[src/rtl/spm_arbiter.sv]
// Two-master scratchpad arbiter: CPU (m0) has priority, the loader/debug port (m1)
// gets one boosted grant after STARVE_LIMIT consecutive denied cycles.
module spm_arbiter #(
  parameter int STARVE_LIMIT = 4,
  parameter int ADDR_W       = 12,
  parameter int DATA_W       = 32
) (
  input  logic              clk,
  input  logic              rst,
  input  logic              m0_req,
  input  logic              m0_we,
  input  logic [ADDR_W-1:0] m0_addr,
  input  logic [3:0]        m0_byteena,
  input  logic [DATA_W-1:0] m0_wdata,
  output logic              m0_gnt,
  output logic              m0_rvalid,
  output logic [DATA_W-1:0] m0_rdata,
  input  logic              m1_req,
  input  logic              m1_we,
  input  logic [ADDR_W-1:0] m1_addr,
  input  logic [3:0]        m1_byteena,
  input  logic [DATA_W-1:0] m1_wdata,
  output logic              m1_gnt,
  output logic              m1_rvalid,
  output logic [DATA_W-1:0] m1_rdata,
  output logic              cpu_stall,
  output logic              spm_rden,
  output logic              spm_wren,
  output logic [ADDR_W-1:0] spm_addr,
  output logic [3:0]        spm_byteena,
  output logic [DATA_W-1:0] spm_wdata,
  input  logic [DATA_W-1:0] spm_q
);

  typedef enum logic {NORMAL, BOOST} state_t;

  state_t     state;
  logic [3:0] wait_cnt;
  logic       m0_vld_p1;
  logic       m1_vld_p1;

  // Grant decision: same-cycle handshake, priority chosen by the FSM state.
  always_comb begin
    m0_gnt = 1'b0;
    m1_gnt = 1'b0;
    if (!rst) begin
      if (state == BOOST) begin
        m1_gnt = m1_req;
        m0_gnt = m0_req & ~m1_req;
      end else begin
        m0_gnt = m0_req;
        m1_gnt = m1_req & ~m0_req;
      end
    end
  end

  assign spm_addr    = m1_gnt ? m1_addr    : m0_addr;
  assign spm_byteena = m1_gnt ? m1_byteena : m0_byteena;
  assign spm_wdata   = m1_gnt ? m1_wdata   : m0_wdata;
  assign spm_wren    = (m0_gnt & m0_we)  | (m1_gnt & m1_we);
  assign spm_rden    = (m0_gnt & ~m0_we) | (m1_gnt & ~m1_we);
  assign cpu_stall   = ~rst & m0_req & ~m0_gnt;

  // Stage p0 -> p1: read grants become the read-return valids, aligned with spm_q.
  always_ff @(posedge clk) begin
    if (rst) begin
      state     <= NORMAL;
      wait_cnt  <= 4'd0;
      m0_vld_p1 <= 1'b0;
      m1_vld_p1 <= 1'b0;
    end else begin
      m0_vld_p1 <= m0_gnt & ~m0_we;
      m1_vld_p1 <= m1_gnt & ~m1_we;
      case (state)
        NORMAL: begin
          if (m1_req && !m1_gnt) begin
            if (wait_cnt == 4'(STARVE_LIMIT - 1)) state <= BOOST;
            wait_cnt <= wait_cnt + 4'd1;
          end else begin
            wait_cnt <= 4'd0;
          end
        end
        BOOST: begin
          // One boosted grant only, or give up the boost if m1 withdraws.
          if (m1_gnt || !m1_req) begin
            state    <= NORMAL;
            wait_cnt <= 4'd0;
          end
        end
        default: begin
          state    <= NORMAL;
          wait_cnt <= 4'd0;
        end
      endcase
    end
  end

  // Masking with rst drops a return that was in flight when reset arrived.
  assign m0_rvalid = m0_vld_p1 & ~rst;
  assign m1_rvalid = m1_vld_p1 & ~rst;
  assign m0_rdata  = m0_rvalid ? spm_q : '0;
  assign m1_rdata  = m1_rvalid ? spm_q : '0;

endmodule

[config.mk]
export PLATFORM = sky130hd
export DESIGN_NAME = spm_arbiter
export DESIGN_NICKNAME = d
export VERILOG_FILES = /design/src/rtl/spm_arbiter.sv
export SDC_FILE = /design/constraint.sdc
export NUM_CORES = 1
export LEC_CHECK = 0
export BUFFER_PORTS_ARGS = -buffer_cell sky130_fd_sc_hd__buf_2
export CAP_MARGIN = 20
export CORE_AREA = 2 2 97 99
export CTS_CLUSTER_DIAMETER = 50
export DETAILED_ROUTE_END_ITERATION = 8
export DIE_AREA = 0 0 99 101
export PLACE_DENSITY = 0.54
export SLEW_MARGIN = 40
export SYNTH_ARGS = -nofsm -noshare
export SYNTH_HDL_FRONTEND = slang
export SYNTH_SLANG_ARGS = --single-unit
[constraint.sdc]
create_clock -name clk -period 1.5 [get_ports clk]
set_input_delay 0.3 -clock clk [delete_from_list [all_inputs] [get_ports clk]]
set_output_delay 0.3 -clock clk [all_outputs]
set_load 0.005 [all_outputs]
==> impl_metrics.ini <==
[floorplanning]
num_io_pins = 253
die_area_um2 = 10000
fp-row-count = 35
die_w_um = 99
core_um2 = 8980
start_util = 0.148
fp.dieH_um = 101

[synth]
synth.top_cell.area_share = 0.407
ys_warn_count = 0
synth_nets = 289
synth_area_leader_cell = mux2_2
synth_edf_count = 0
post_synth_main_area_contributors = mux2_2 (41%), and2_1 (30%), dfxtp_1 (11%)
ys.flop_type = dfxtp_1
syn_avg_cell_area_um2 = 8.62
ys_seq_area_frac = 0.106
synth_common_cells = and2_1 (64), mux2_2 (48), dfxtp_1 (7)
synth_cell_types = 23
syn_area_um2 = 1330
yosysMostFrequentCell = and2_1
synthArstFlopShare = 0
synthCells = 154
ys_seq_elements = 7

[sta]
final_hold_viol_count = 0
slew_headroom = 0.847
min_period_ns = 1.80
fmax_mhz = 554
fin_crit_sh = 1.20
layout_setup_ws_ns = -0.305
finalSetupViolCount = 82
finalMaxSlewViolations = 0
worst_pin_slew_ns = 0.227
rsz0062_at_grt = yes
final.setup_skew_ns = 0.000193

[critical_path]
crit_end = spm_wdata[30]
critical_path_class = reg -> out
cp_max_fo = 6
rr_worst_depth = 3
r2r_start = state$_SDFF_PP0_
reg2reg_slack_ns = 0.37
critical_path_arrival_ns = 1.50
cp-start-kind = flip-flop
cp.depth = 5
cpPeakStageDelay_ns = 0.33
startpoint = state$_SDFF_PP0_
path_buf_inv = 3
setup.worst_path.end_class = primary output
cpMaxStageDelayCell = dfxtp_2
crit_family = buffers and inverters
cp_cell_sequence = o21ai_4 > buf_12 > clkbuf_16 > mux2_4 > buf_6
critPathRequiredTime_ns = 1.20
worstReg2RegEnd = state$_SDFF_PP0_

[route]
drc = 0
dr.pass1.iters = 3
drtIter0Drc = 28
routed_wirelength_um = 7710
antenna_left = 0
vias_per_cell = 4.09
num_vias = 2177
routedWlPerCell_um = 14.5

[grt]
grt_pass1_wl_um = 8960
antenna_found_initial = 0
grt_max_degree = 34
grt_pass1_vias = 1907
overflow = 0
grt.total_usage = 0.111

[layout]
num_antenna_cells = 0
drive_gt1_frac = 0.884
syn_to_final_growth_pct = 177
fin_util = 0.409
nNetsFinal = 557
finalNonFillerCells = 532

[clock_tree]
clock_latency_ns = 0.22
clkTransAtPathRegs_ns = 0.04
cts_max_level = 1
cts_tree = yes
clock_path_buffers = 2
root_buffer = clkbuf_8
cts_hold_buf = 0
clkSinkCount = 7
cts_made_buffers = 3

[power_and_ir_drop]
ir_drop_v = 0.000352
total_leakage_power_uw = 0.00209
powerDensity_nw_per_um2 = 311

[worst_hold_path]
hold_class = in -> reg

[placed_design]
io_buffers = 252
dp.cells = 514
place_hpwl_um = 5220
place_congestion = 0.702

[outcome]
status = finished with violations
failed_checks = setup timing

[run]
maxCapViolCount = 0
## through the flow
| stage | instance area [um^2] | total power, uW | worst slack, ns | hold WS, ns | setup TNS, ns |
|---|---|---|---|---|---|
| 5_1_grt | 3670 | 1220 | -0.356 | 0.301 | -20.13 |
| 3_5_place_dp | 2740 | 692 | -0.197 | 0.438 | -8.14 |
| 2_1_floorplan | 1330 | 382 | 0.114 | 0.372 | 0 |
| 4_1_cts | 3070 | 1040 | -0.302 | 0.290 | -14.20 |
| 6_report | 3670 | 1140 | -0.305 | 0.307 | -16.16 |
| 3_3_place_gp | 2740 | 686 | -0.188 | 0.431 | -6.86 |
## cells in the final DEF (no fill, tap or decap), types with 2 or more instances in the layout
master and count:
clkbuf_8 3, and2_4 37, and2_1 27, inv_1 2, mux2_2 27, buf_12 4
clkbuf_16 5, buf_16 4, nor2b_4 2, dfxtp_1 6, buf_8 2, buf_2 192
buf_4 5, buf_6 62, mux2_4 21, nor2_1 6
## worst min-delay path by stage
stage | start | end | slack (ns) | depth (start not counted)
global placement | wait_cnt[0]$_SDFFE_PP0P_ | wait_cnt[0]$_SDFFE_PP0P_ | 0.43 | 1
floorplan | m0_we | m0_vld_p1$_SDFF_PP0_ | 0.37 | 1
global route | m1_we | m1_vld_p1$_SDFF_PP0_ | 0.30 | 2
detailed placement | wait_cnt[3]$_SDFFE_PP0P_ | state$_SDFF_PP0_ | 0.44 | 1
CTS | m1_we | m1_vld_p1$_SDFF_PP0_ | 0.29 | 2
finish | m1_we | m1_vld_p1$_SDFF_PP0_ | 0.31 | 2
## sequential cells by signal (all words and copies together) (netlist names)
| register | cells |
|---|---|
| m0_vld_p1 | 1 |
| state | 1 |
| wait_cnt | 4 |
| m1_vld_p1 | 1 |
## routing by layer
layer / global-route usage / vias to the layer above / share of wire / wire (um)
met3: 0.0160 / 2 / 0.075 / 575
met1: 0.126 / 993 / 0.36 / 2790
met4: 0.0232 / 0 / 0.0025 / 19
met2: 0.217 / 132 / 0.56 / 4330
met5: 0 / - / 0 / 0
li1: - / 1050 / - / -
## cell type report
type                            count  area [um^2]
Multi-Input combinational cell    132         1290
Clock buffer                        4         45.0
Fill cell                         894         5310
Sequential cell                     7          141
Tap cell                          111          139
Timing Repair Buffer              274         2040
Inverter                            4         17.5
## worst register-to-register path, delay by kind of cell, from the launching register on
family / cells / cell delay (ns)
flops: 1 / 0.33
buf+inv: 1 / 0.14
simple gates: 2 / 0.56
## logic make-up (layout without fill, tap and decap cells)
family                     after synthesis  in the layout  share of synthesized area
adders and majority gates                1              1                    0.00942
buffers and inverters                   15            282                     0.0726
and+or+nand+nor                         77             77                      0.361
DFF                                      7              7                      0.106
AOI/OAI and AO/OA                        4              4                     0.0311
xor gates and xnor gates                 2              2                     0.0132
muxes                                   48             48                      0.407
## power by group
| group | leakage (uW) | switching, uW | internal [uW] |
|---|---|---|---|
| Clock | 0.0000228 | 72.8 | 183 |
| Combinational | 0.00201 | 237 | 457 |
| Sequential | 0.0000573 | 1.45 | 190 |
## repair_timing
action | 4_1_cts | 5_1_grt
pin swaps | 4 | 33
endpoints found under the setup margin | 73 | 85
gates cloned | 4 | 6
resized for setup | 38 | 100
buffers inserted | 3 | 1
Power figures use the tool's default switching activity.
